`config.mk`:
```
export PLATFORM = sky130hd
export DESIGN_NAME = shot_resolver
export DESIGN_NICKNAME = d
export VERILOG_FILES = /design/src/rtl/battleship_pkg.sv /design/src/rtl/ship_cell_scan.sv /design/src/rtl/shot_resolver.sv
export SDC_FILE = /design/constraint.sdc
export NUM_CORES = 1
export LEC_CHECK = 0
export BUFFER_PORTS_ARGS = -buffer_cell sky130_fd_sc_hd__buf_2
export CORE_MARGIN = 8
export CORE_UTILIZATION = 45
export DETAILED_ROUTE_END_ITERATION = 8
export GPL_TIMING_DRIVEN = 0
export HOLD_SLACK_MARGIN = 0.1
export PLACE_DENSITY = 0.69
export SYNTH_ARGS = -nofsm -noshare
export SYNTH_HDL_FRONTEND = slang
export SYNTH_HIERARCHICAL = 1
export SYNTH_SLANG_ARGS = --single-unit
export TNS_END_PERCENT = 100
```
`constraint.sdc`:
```
create_clock -name clk -period 7.9 [get_ports clk]
set_clock_uncertainty 0.1 [all_clocks]
set_input_delay 1.58 -clock clk [delete_from_list [all_inputs] [get_ports clk]]
set_output_delay 1.58 -clock clk [all_outputs]
set_load 0.1 [all_outputs]
```
`src/rtl/battleship_pkg.sv`:
```
// Shared battleship definitions: cell codes, shot result encoding and the
// board type. Used by the placement stage and by shot_resolver.
package battleship_pkg;

    localparam int BOARD_N = 5;
    localparam int CELL_W  = 3;

    localparam logic [CELL_W-1:0] CELL_WATER  = 3'd0;
    localparam logic [CELL_W-1:0] SHIP_ID_MAX = 3'd5;
    localparam logic [CELL_W-1:0] CELL_MISS   = 3'd6;
    localparam logic [CELL_W-1:0] CELL_HIT    = 3'd7;

    typedef enum logic [1:0] {
        RES_NONE = 2'd0,
        RES_MISS = 2'd1,
        RES_HIT  = 2'd2,
        RES_SUNK = 2'd3
    } result_e;

    typedef logic [BOARD_N-1:0][BOARD_N-1:0][CELL_W-1:0] board_t;

    // True for an intact ship cell (ids 1..5)
    function automatic logic is_ship(input logic [CELL_W-1:0] code);
        return (code != CELL_WATER) && (code <= SHIP_ID_MAX);
    endfunction

endpackage

```
`src/rtl/ship_cell_scan.sv`:
```
// Combinational board scan: flags whether any cell still holds ship `id`
// and counts all intact ship cells on the board.
module ship_cell_scan
    import battleship_pkg::*;
#(
    parameter int N     = BOARD_N,
    parameter int CW    = CELL_W,
    parameter int CNT_W = 5
) (
    input  logic [N-1:0][N-1:0][CW-1:0] board,
    input  logic [CW-1:0]               id,
    output logic                        any_left,
    output logic [CNT_W-1:0]            count
);

    logic [N*N-1:0] match_bits;
    logic [N*N-1:0] ship_bits;

    // Per-cell classification, flattened row-major
    genvar gi;
    generate
        for (gi = 0; gi < N*N; gi++) begin : g_cell
            assign match_bits[gi] = (board[gi / N][gi % N] == id);
            assign ship_bits[gi]  = is_ship(board[gi / N][gi % N]);
        end
    endgenerate

    // Reduce the per-cell flags into the two results
    always_comb begin
        any_left = |match_bits;
        count    = '0;
        for (int i = 0; i < N*N; i++) begin
            count = count + CNT_W'(ship_bits[i]);
        end
    end

endmodule

```
`src/rtl/shot_resolver.sv`:
```
// Shot resolver: latches a placement board on load, then resolves each
// fired shot as miss / hit / sunk, tracking remaining ship cells until
// game over. Optional shot/hit statistics are enabled by SHOT_STATS_EN.
module shot_resolver
    import battleship_pkg::*;
#(
    parameter int N  = 5,
    parameter int CW = 3
) (
    input  logic                        clk,
    input  logic                        rst_n,
    input  logic                        load,
    input  logic                        enable,
    input  logic                        confirm,
    input  logic [2:0]                  x,
    input  logic [2:0]                  y,
    input  logic [N-1:0][N-1:0][CW-1:0] board_in,
    output logic [N-1:0][N-1:0][CW-1:0] board_out,
    output logic [1:0]                  result,
    output logic                        result_valid,
    output logic                        invalid,
    output logic [4:0]                  remaining,
    output logic                        game_over
`ifdef SHOT_STATS_EN
    ,
    output logic [5:0]                  shots,
    output logic [5:0]                  hits
`endif
);

    localparam logic [2:0] ST_IDLE   = 3'd0;
    localparam logic [2:0] ST_READY  = 3'd1;
    localparam logic [2:0] ST_CHECK  = 3'd2;
    localparam logic [2:0] ST_UPDATE = 3'd3;
    localparam logic [2:0] ST_DONE   = 3'd4;

    localparam logic [2:0] N_L     = 3'(N);
    localparam logic [5:0] STAT_MAX = 6'd63;

    logic [2:0]                  state_q, state_d;
    logic [N-1:0][N-1:0][CW-1:0] board_q, board_d;
    result_e                     result_q, result_d;
    logic                        result_valid_q, result_valid_d;
    logic                        invalid_q, invalid_d;
    logic [4:0]                  remaining_q, remaining_d;
    logic                        game_over_q, game_over_d;
    logic                        confirm_q, confirm_d;
    logic [2:0]                  shot_x_q, shot_x_d;
    logic [2:0]                  shot_y_q, shot_y_d;
    logic [CW-1:0]               shot_c_q, shot_c_d;
`ifdef SHOT_STATS_EN
    logic [5:0]                  shots_q, shots_d;
    logic [5:0]                  hits_q, hits_d;
`endif

    logic                        fire;
    logic [CW-1:0]               cell_at_xy;
    logic [N-1:0][N-1:0][CW-1:0] scan_board;
    logic                        scan_any_left;
    logic [4:0]                  scan_count;

    // One scanner serves both jobs: load count (board_in) and sunk check
    // (post-write internal board, only consulted in UPDATE)
    assign scan_board = (state_q == ST_UPDATE) ? board_q : board_in;

    ship_cell_scan #(.N(N), .CW(CW), .CNT_W(5)) u_scan (
        .board    (scan_board),
        .id       (shot_c_q),
        .any_left (scan_any_left),
        .count    (scan_count)
    );

    assign fire = enable & confirm & ~confirm_q;

    // Cell under the requested shot; out-of-range coordinates read as water
    // and are rejected in CHECK anyway
    always_comb begin
        cell_at_xy = CELL_WATER;
        for (int yi = 0; yi < N; yi++) begin
            for (int xi = 0; xi < N; xi++) begin
                if (y == 3'(yi) && x == 3'(xi)) begin
                    cell_at_xy = board_q[yi][xi];
                end
            end
        end
    end

    // Next-state logic for the shot FSM, board, counters and strobes
    always_comb begin
        state_d        = state_q;
        board_d        = board_q;
        result_d       = result_q;
        result_valid_d = 1'b0;
        invalid_d      = 1'b0;
        remaining_d    = remaining_q;
        game_over_d    = game_over_q;
        confirm_d      = confirm;
        shot_x_d       = shot_x_q;
        shot_y_d       = shot_y_q;
        shot_c_d       = shot_c_q;
`ifdef SHOT_STATS_EN
        shots_d        = shots_q;
        hits_d         = hits_q;
`endif

        case (state_q)
            ST_IDLE, ST_READY, ST_DONE: begin
                if (load) begin
                    // Load has priority over a simultaneous fire
                    board_d     = board_in;
                    remaining_d = scan_count;
                    game_over_d = (scan_count == 5'd0);
                    state_d     = (scan_count == 5'd0) ? ST_DONE : ST_READY;
`ifdef SHOT_STATS_EN
                    shots_d     = 6'd0;
                    hits_d      = 6'd0;
`endif
                end else if (state_q == ST_READY && fire) begin
                    shot_x_d = x;
                    shot_y_d = y;
                    shot_c_d = cell_at_xy;
                    state_d  = ST_CHECK;
                end
            end

            ST_CHECK: begin
                if (shot_x_q >= N_L || shot_y_q >= N_L ||
                    shot_c_q == CELL_MISS || shot_c_q == CELL_HIT) begin
                    invalid_d = 1'b1;
                    state_d   = ST_READY;
                end else begin
                    for (int yi = 0; yi < N; yi++) begin
                        for (int xi = 0; xi < N; xi++) begin
                            if (shot_y_q == 3'(yi) && shot_x_q == 3'(xi)) begin
                                board_d[yi][xi] = (shot_c_q == CELL_WATER) ? CELL_MISS : CELL_HIT;
                            end
                        end
                    end
                    if (shot_c_q == CELL_WATER) begin
                        result_d = RES_MISS;
                    end else if (remaining_q != 5'd0) begin
                        remaining_d = remaining_q - 5'd1;
                    end
                    state_d = ST_UPDATE;
                end
            end

            ST_UPDATE: begin
                result_valid_d = 1'b1;
                if (shot_c_q != CELL_WATER) begin
                    result_d = scan_any_left ? RES_HIT : RES_SUNK;
                end
`ifdef SHOT_STATS_EN
                if (shots_q != STAT_MAX) begin
                    shots_d = shots_q + 6'd1;
                end
                if (shot_c_q != CELL_WATER && hits_q != STAT_MAX) begin
                    hits_d = hits_q + 6'd1;
                end
`endif
                if (remaining_q == 5'd0) begin
                    game_over_d = 1'b1;
                    state_d     = ST_DONE;
                end else begin
                    state_d = ST_READY;
                end
            end

            default: state_d = ST_IDLE;
        endcase
    end

    // State registers with synchronous active-low reset
    always_ff @(posedge clk) begin
        if (!rst_n) begin
            state_q        <= ST_IDLE;
            board_q        <= '0;
            result_q       <= RES_NONE;
            result_valid_q <= 1'b0;
            invalid_q      <= 1'b0;
            remaining_q    <= 5'd0;
            game_over_q    <= 1'b0;
            confirm_q      <= 1'b0;
            shot_x_q       <= 3'd0;
            shot_y_q       <= 3'd0;
            shot_c_q       <= CELL_WATER;
`ifdef SHOT_STATS_EN
            shots_q        <= 6'd0;
            hits_q         <= 6'd0;
`endif
        end else begin
            state_q        <= state_d;
            board_q        <= board_d;
            result_q       <= result_d;
            result_valid_q <= result_valid_d;
            invalid_q      <= invalid_d;
            remaining_q    <= remaining_d;
            game_over_q    <= game_over_d;
            confirm_q      <= confirm_d;
            shot_x_q       <= shot_x_d;
            shot_y_q       <= shot_y_d;
            shot_c_q       <= shot_c_d;
`ifdef SHOT_STATS_EN
            shots_q        <= shots_d;
            hits_q         <= hits_d;
`endif
        end
    end

    assign board_out    = board_q;
    assign result       = result_q;
    assign result_valid = result_valid_q;
    assign invalid      = invalid_q;
    assign remaining    = remaining_q;
    assign game_over    = game_over_q;
`ifdef SHOT_STATS_EN
    assign shots        = shots_q;
    assign hits         = hits_q;
`endif

endmodule

```
==> results.toml, run 1 <==
[outcome]
status = "finished clean"

[detailed_routing]
drt_iter0_markers = 1111
via_per_inst = 6.53
drtAntennaViolNets = 0
firstDrtPassIters = 6
via_count = 8712
wl_mm = 36.3
avgRoutedWirePerCell_um = 27.2
drc = 0

[logic_synthesis]
synth_area_um2 = 7870
synth_cells = 927
yosysWarningCount = 6
ys.flop_type = "dfxtp_1"
syn_area_per_cell_um2 = 8.49
ys_ff_latch = 98
synth_nets = 1038
yosysUniqueCellTypes = 77
ys_seq_area_share_pct = 24.9
synth-edff-count = 0
synthArstFlopShare_pct = 0

[hold_path]
hold_path_class = "flop to flop"
hp-start = "game_over$_SDFFE_PN0P_"

[floorplan]
ioPinCount = 171
core_region_area_um2 = 17200
die_w_um = 148
rows = 48
chipHeight_um = 148
die_area_um2 = 22000
initial_utilization_pct = 45.8

[placed_design]
portBuffers = 168
dp_hpwl_mm = 28.6
place_congestion = 1.01
pre_cts_ws_ns = 0.587

[power_and_ir_drop]
swShare_pct = 52.6
switching_power_mw = 1.44
max-vdd-ir-drop_mv = 0.315
seqPwrFrac_pct = 23.5
p_per_area_nw_per_um2 = 295
power_mw = 2.73
combPwrFrac_pct = 60.2
p_clk_share_pct = 16.3
intPower_mw = 1.29
cellLeakagePower_nw = 3.90

[grt]
grt.total_usage_pct = 32.0
grt_pass1_wl_mm = 52.6
grt_pass1_vias = 8057
grt_overflow_total = 0
antenna_found_initial = 0
grt_max_degree = 17

[cts]
clock_path_buffers = 2
cts.clk_slew.worst_paths_ns = 0.07
clk_latency_ns = 0.36
cts_max_level = 3
hold_buffers = 0
cts_setup_buffers = 0
cts_tree = "done"
cts-root-buf = "clkbuf_16"
cts.sink_count = 98
numCtsBuffers = 9
ctsResizeCount = 0

[timing]
hold_viol = 0
timing.final.ws_setup_ns = 0.412
whs_ns = 0.361
fmax_mhz = 134
maxSlewHeadroom_pct = 34.5
min_period_over_period_pct = 94.8
setup_viol = 0
worstMarginPinSlew_ns = 0.968
fin_crit_ns = 7.49
rsz0062_at_grt = "no"
maxSlewViolCount = 0
tns_ns = 0

[setup_path]
worstSetupPathType = "flop to flop"
cpMostUsedCell = "fa_1"
crit_start = "state_q[2]$_SDFFE_PN0P_"
reg2reg_slack_ns = 0.41
crit_path_max_incr_delay_ns = 0.68
crit_slowest_cell = "clkbuf_1"
end_kind = "flop"
r2r-start = "state_q[2]$_SDFFE_PN0P_"
cp-start-kind = "flop"
critPathTopFamily = "adder cells"
crit_chain = "buf_2, nor2b_1, nand2_1, clkbuf_1, clkbuf_1, mux2_2, nor3_1, a21o_1, fa_1, fa_1, inv_1, fa_1, inv_1, fa_1, inv_1, fa_1, inv_1, fa_1, fa_1, xnor2_1, nor3_1, nand2_1, and3_1, a211oi_1"
crit_required_ns = 8.08
cp_max_fo = 10
critPathArrivalTime_ns = 7.66
critPathBufInv = 7

[finish]
syn_to_final_growth_pct = 17.8
antenna_cells = 0
final_nets = 1217
fill_cells = 1722
layout-drive-gt1-share_pct = 29.2

[run]
drv_cap = 0
[placed cells by master, fill, tap and decap left out, types with 36 or more instances in the layout]
cell type	synthesis	routed
a21oi_1	37	37
buf_2	12	180
clkbuf_1	45	45
dfxtp_1	98	98
inv_1	36	36
mux2_2	73	73
nand2_1	44	44
nor2_1	75	75
nor3_1	65	65
o21ai_0	47	47
xnor2_1	46	46
[power by group through the flow]
stage | sequential, mW | clock [mW] | combinational [mW]
after floorplan | 1.03 | 0 | 0.812
after detailed placement | 0.648 | 0 | 1.63
after global routing | 0.647 | 0.465 | 1.76
final | 0.641 | 0.446 | 1.65
after CTS | 0.637 | 0.447 | 1.64
after global placement | 0.648 | 0 | 1.61
[registers in the layout (all words and copies together), names as in the netlist, 2 cells and up]
name,flops
board_out,75
remaining,5
result,2
shot_c_q,3
shot_x_q,3
shot_y_q,3
state_q,3
[synthesized netlist by cell type (12+ instances only)]
cell      count  area, um2
dfxtp_1      98       1960
o21ai_0      47        235
a21o_1       24        180
a31oi_1      12       75.1
mux2_2       73        822
buf_2        12       60.1
clkbuf_1     45        169
xnor2_1      46        403
mux2i_1      17        170
nand2b_1     13       81.3
nand3_1      18       90.1
nor2_1       75        282
fa_1         18        360
xor2_1       22        193
nor3_1       65        325
inv_1        36        135
a21oi_1      37        185
o211ai_1     13       97.6
nand2_1      44        165
o221a_2      22        248
[through the flow]
stage	instance area, um2	instances	utilization (%)
2_1_floorplan	7870	927	-
3_3_place_gp	9000	1320	52.4
3_5_place_dp	9000	1320	52.4
4_1_cts	9270	1334	54.0
5_1_grt	9270	1334	54.0
6_report	9270	1334	54.0
[worst min-delay path, cell delays in order (launching register included)]
cell	delay, ns
dfxtp_1	0.31
inv_1	0.05
a211oi_1	0.05
[kinds of logic after synthesis]
| kind of cell | after synthesis | share of synthesized area (%) |
|---|---|---|
| AO/OA/AOI/OAI | 254 | 23.7 |
| multiplexers | 95 | 13.9 |
| flip-flops | 98 | 24.9 |
| buffers and inverters | 106 | 5.58 |
| XOR/XNOR | 69 | 7.77 |
| AND/OR/NAND/NOR | 280 | 18.4 |
| adder cells (fa/ha/maj) | 25 | 5.69 |
[metal layers]
metal,part of all wire [%],global-route usage (%)
met5,0,0
met4,6.2,18.9
met3,11,6.68
met2,43,48.4
met1,40,41.5
[path summary, 6_finish.rpt]
check	endpoint	cells past startpoint
worst max-delay path	game_over$_SDFFE_PN0P_	24
worst min-delay path	game_over$_SDFFE_PN0P_	2
worst max register to register	game_over$_SDFFE_PN0P_	24
worst min register to register	game_over$_SDFFE_PN0P_	2
[layout make-up]
type | count | area [um2] | area share, %
plain buffers | 69 | 300 | 3.24
flip-flops and latches | 98 | 1960 | 21.2
multi-input cells | 723 | 5470 | 59.0
clock inverters | 4 | 37.5 | 0.405
repair buffers | 168 | 841 | 9.07
well taps | 225 | 282 | 3.04
clock buffers | 10 | 239 | 2.58
inverters | 37 | 139 | 1.50
(Power assumes the default switching activity.)
==> run 2, diff against run 1 <==
--- a/config.mk
+++ b/config.mk
@@ -5,12 +5,12 @@
 export SDC_FILE = /design/constraint.sdc
 export NUM_CORES = 1
 export LEC_CHECK = 0
+export ABC_AREA = 1
 export BUFFER_PORTS_ARGS = -buffer_cell sky130_fd_sc_hd__buf_2
 export CORE_MARGIN = 8
 export CORE_UTILIZATION = 45
 export DETAILED_ROUTE_END_ITERATION = 8
 export GPL_TIMING_DRIVEN = 0
-export HOLD_SLACK_MARGIN = 0.1
 export PLACE_DENSITY = 0.69
 export SYNTH_ARGS = -nofsm -noshare
 export SYNTH_HDL_FRONTEND = slang
==> results.toml, run 2 <==
[grt]
grt_pass1_wl_mm = 51.0
grt.total_usage_pct = 30.2
grt_overflow_total = 0
grt_max_degree = 17
grt_pass1_vias = 9091
antenna_found_initial = 0

[logic_synthesis]
synth-edff-count = 0
yosysWarningCount = 6
synth_nets = 1376
syn_area_per_cell_um2 = 6.24
ys_ff_latch = 98
synth_most_common_cell = "nand2_1"
synth_top_area_cell = "dfxtp_1"
synth_top_area_share_pct = 24.9
ys_seq_area_share_pct = 24.9
synth_area_um2 = 7890
synth_cells = 1265
synth_commonest_cells = "nand2_1, inv_1, o21ai_0"
synthArstFlopShare_pct = 0
synth_top_cells_by_area = "dfxtp_1, nand2_1, inv_1, o21ai_0, a221oi_1"
ys.flop_type = "dfxtp_1"
yosysUniqueCellTypes = 37

[placed_design]
portBuffers = 170
dp_hpwl_mm = 25.5
place_congestion = 0.982

[finish]
final_common_cell = "nand2_1"
final_nets = 1557
fill_cells = 1800
utilization_pct = 54.2
antenna_cells = 0
layout-drive-gt1-share_pct = 15.4
layout_common_cells = "nand2_1, inv_1, buf_2, o21ai_0, dfxtp_1"
syn_to_final_growth_pct = 18.3
largest_register_ffs = 75

[hold_path]
hp-start = "result[1]$_SDFFE_PN0P_"
hold_path_depth = 2
whs_endpoint = "result[1]$_SDFFE_PN0P_"
hold_path_class = "flop to flop"

[floorplan]
core_region_area_um2 = 17200
chipHeight_um = 148
initial_utilization_pct = 45.8
rows = 48
die_area_um2 = 22000
die_w_um = 148
ioPinCount = 171

[setup_path]
crit_required_ns = 8.11
reg2reg_slack_ns = 0.33
regToRegEndpoint = "state_q[2]$_SDFFE_PN0P_"
r2r-start = "state_q[0]$_SDFFE_PN0P_"
worstSetupPathType = "flop to flop"
rr_worst_depth = 26
cp-start-kind = "flop"
crit_slowest_cell = "fa_1"
cpMostUsedCell = "fa_1"
end_kind = "flop"
crit_path_max_incr_delay_ns = 0.57
cp_max_fo = 10
critPathArrivalTime_ns = 7.78

[cts]
clk_latency_ns = 0.36
cts_tree = "done"
cts_max_level = 3
numCtsBuffers = 9
hold_buffers = 0
cts-root-buf = "clkbuf_16"
cts.clk_slew.worst_paths_ns = 0.07
cts.sink_count = 98
clock_path_buffers = 2

[power_and_ir_drop]
power_mw = 3.08
p_per_area_nw_per_um2 = 330
cellLeakagePower_nw = 4.54
max-vdd-ir-drop_mv = 0.225

[timing]
rsz0062_at_grt = "no"
maxSlewHeadroom_pct = 28.4
setup_viol = 0
min_period_over_period_pct = 95.9
fin_crit_ns = 7.57
fmax_mhz = 132
worstMarginPinSlew_ns = 1.07
hold_viol = 0
maxSlewViolCount = 0

[outcome]
status = "finished clean"

[detailed_routing]
firstDrtPassIters = 6
drtAntennaViolNets = 0
wl_mm = 33.6
drt_iter0_markers = 1072
avgRoutedWirePerCell_um = 20.0
via_per_inst = 5.64
drc = 0
via_count = 9450

[run]
drv_cap = 0
[run 2: cell count changes after synthesis, moves of 48 or more]
| cell | change |
|---|---|
| a221oi_1 | +48 |
| inv_1 | +225 |
| mux2_2 | -73 |
| nand2_1 | +257 |
| o21ai_0 | +113 |
[run 2: metrics by stage]
step	setup TNS (ns)	hold slack [ns]	area [um2]	std cells	worst slack [ns]
floorplan	0	0.367	7890	1265	1.29
global placement	-0.230	0.357	9020	1660	-0.0929
detailed placement	-0.361	0.359	9020	1660	-0.144
CTS	0	0.376	9330	1676	0.118
global route	0	0.397	9340	1676	0.0278
finish	0	0.373	9340	1676	0.328
[run 2: timing repair]
item	4_1_cts	5_1_grt
resized for setup	1	3
setup endpoints to repair	3	5
buffers inserted	0	0
[run 2: cell type report]
| class | count | area (um2) | share of cell area [%] |
|---|---|---|---|
| inverters | 269 | 1010 | 10.8 |
| repair buffers | 170 | 851 | 9.11 |
| clock buffers | 11 | 243 | 2.60 |
| flip-flops and latches | 98 | 1960 | 21.0 |
| clock inverters | 5 | 62.6 | 0.670 |
| well taps | 225 | 282 | 3.02 |
| plain buffers | 51 | 268 | 2.87 |
| multi-input cells | 847 | 4660 | 49.9 |
[run 2: critical path: cells and delay by family, from the launching register on]
family | cells | cell delay (ns)
adder cells (fa/ha/maj) | 7 | 3.77
buffers and inverters | 8 | 1.45
AND/OR/NAND/NOR | 6 | 0.99
AO/OA/AOI/OAI | 5 | 0.68
flip-flops | 1 | 0.51
[run 2: kinds of logic after synthesis]
logic type / synth area share [%]
AO/OA/AOI/OAI: 24.3
XOR/XNOR: 4.11
adder cells (fa/ha/maj): 5.68
buffers and inverters: 16.2
flip-flops: 24.9
AND/OR/NAND/NOR: 24.8
[run 2: how the worst max path moves through the flow]
stage,slack (ns),depth (start not counted),start,endpoint
floorplan,1.29,22,board_in[58],state_q[0]$_SDFFE_PN0P_
global placement,-0.09,27,state_q[1]$_SDFFE_PN0P_,state_q[0]$_SDFFE_PN0P_
detailed placement,-0.14,28,state_q[1]$_SDFFE_PN0P_,state_q[2]$_SDFFE_PN0P_
CTS,0.12,26,state_q[0]$_SDFFE_PN0P_,state_q[2]$_SDFFE_PN0P_
global route,0.03,26,state_q[0]$_SDFFE_PN0P_,state_q[2]$_SDFFE_PN0P_
finish,0.33,26,state_q[0]$_SDFFE_PN0P_,state_q[2]$_SDFFE_PN0P_
[run 2: report_power, final]
| part | switching (mW) | internal [mW] |
|---|---|---|
| Sequential | 0.0628 | 0.554 |
| Combinational | 1.38 | 0.614 |
| Clock | 0.213 | 0.256 |
[run 2: layer usage]
metal | part of all wire, % | track usage [%] | routed length, um
met2 | 43 | 46.1 | 14400
met4 | 5.8 | 17.6 | 1930
met5 | 0 | 0 | 0
met1 | 40 | 38.5 | 13300
met3 | 12 | 6.59 | 3920
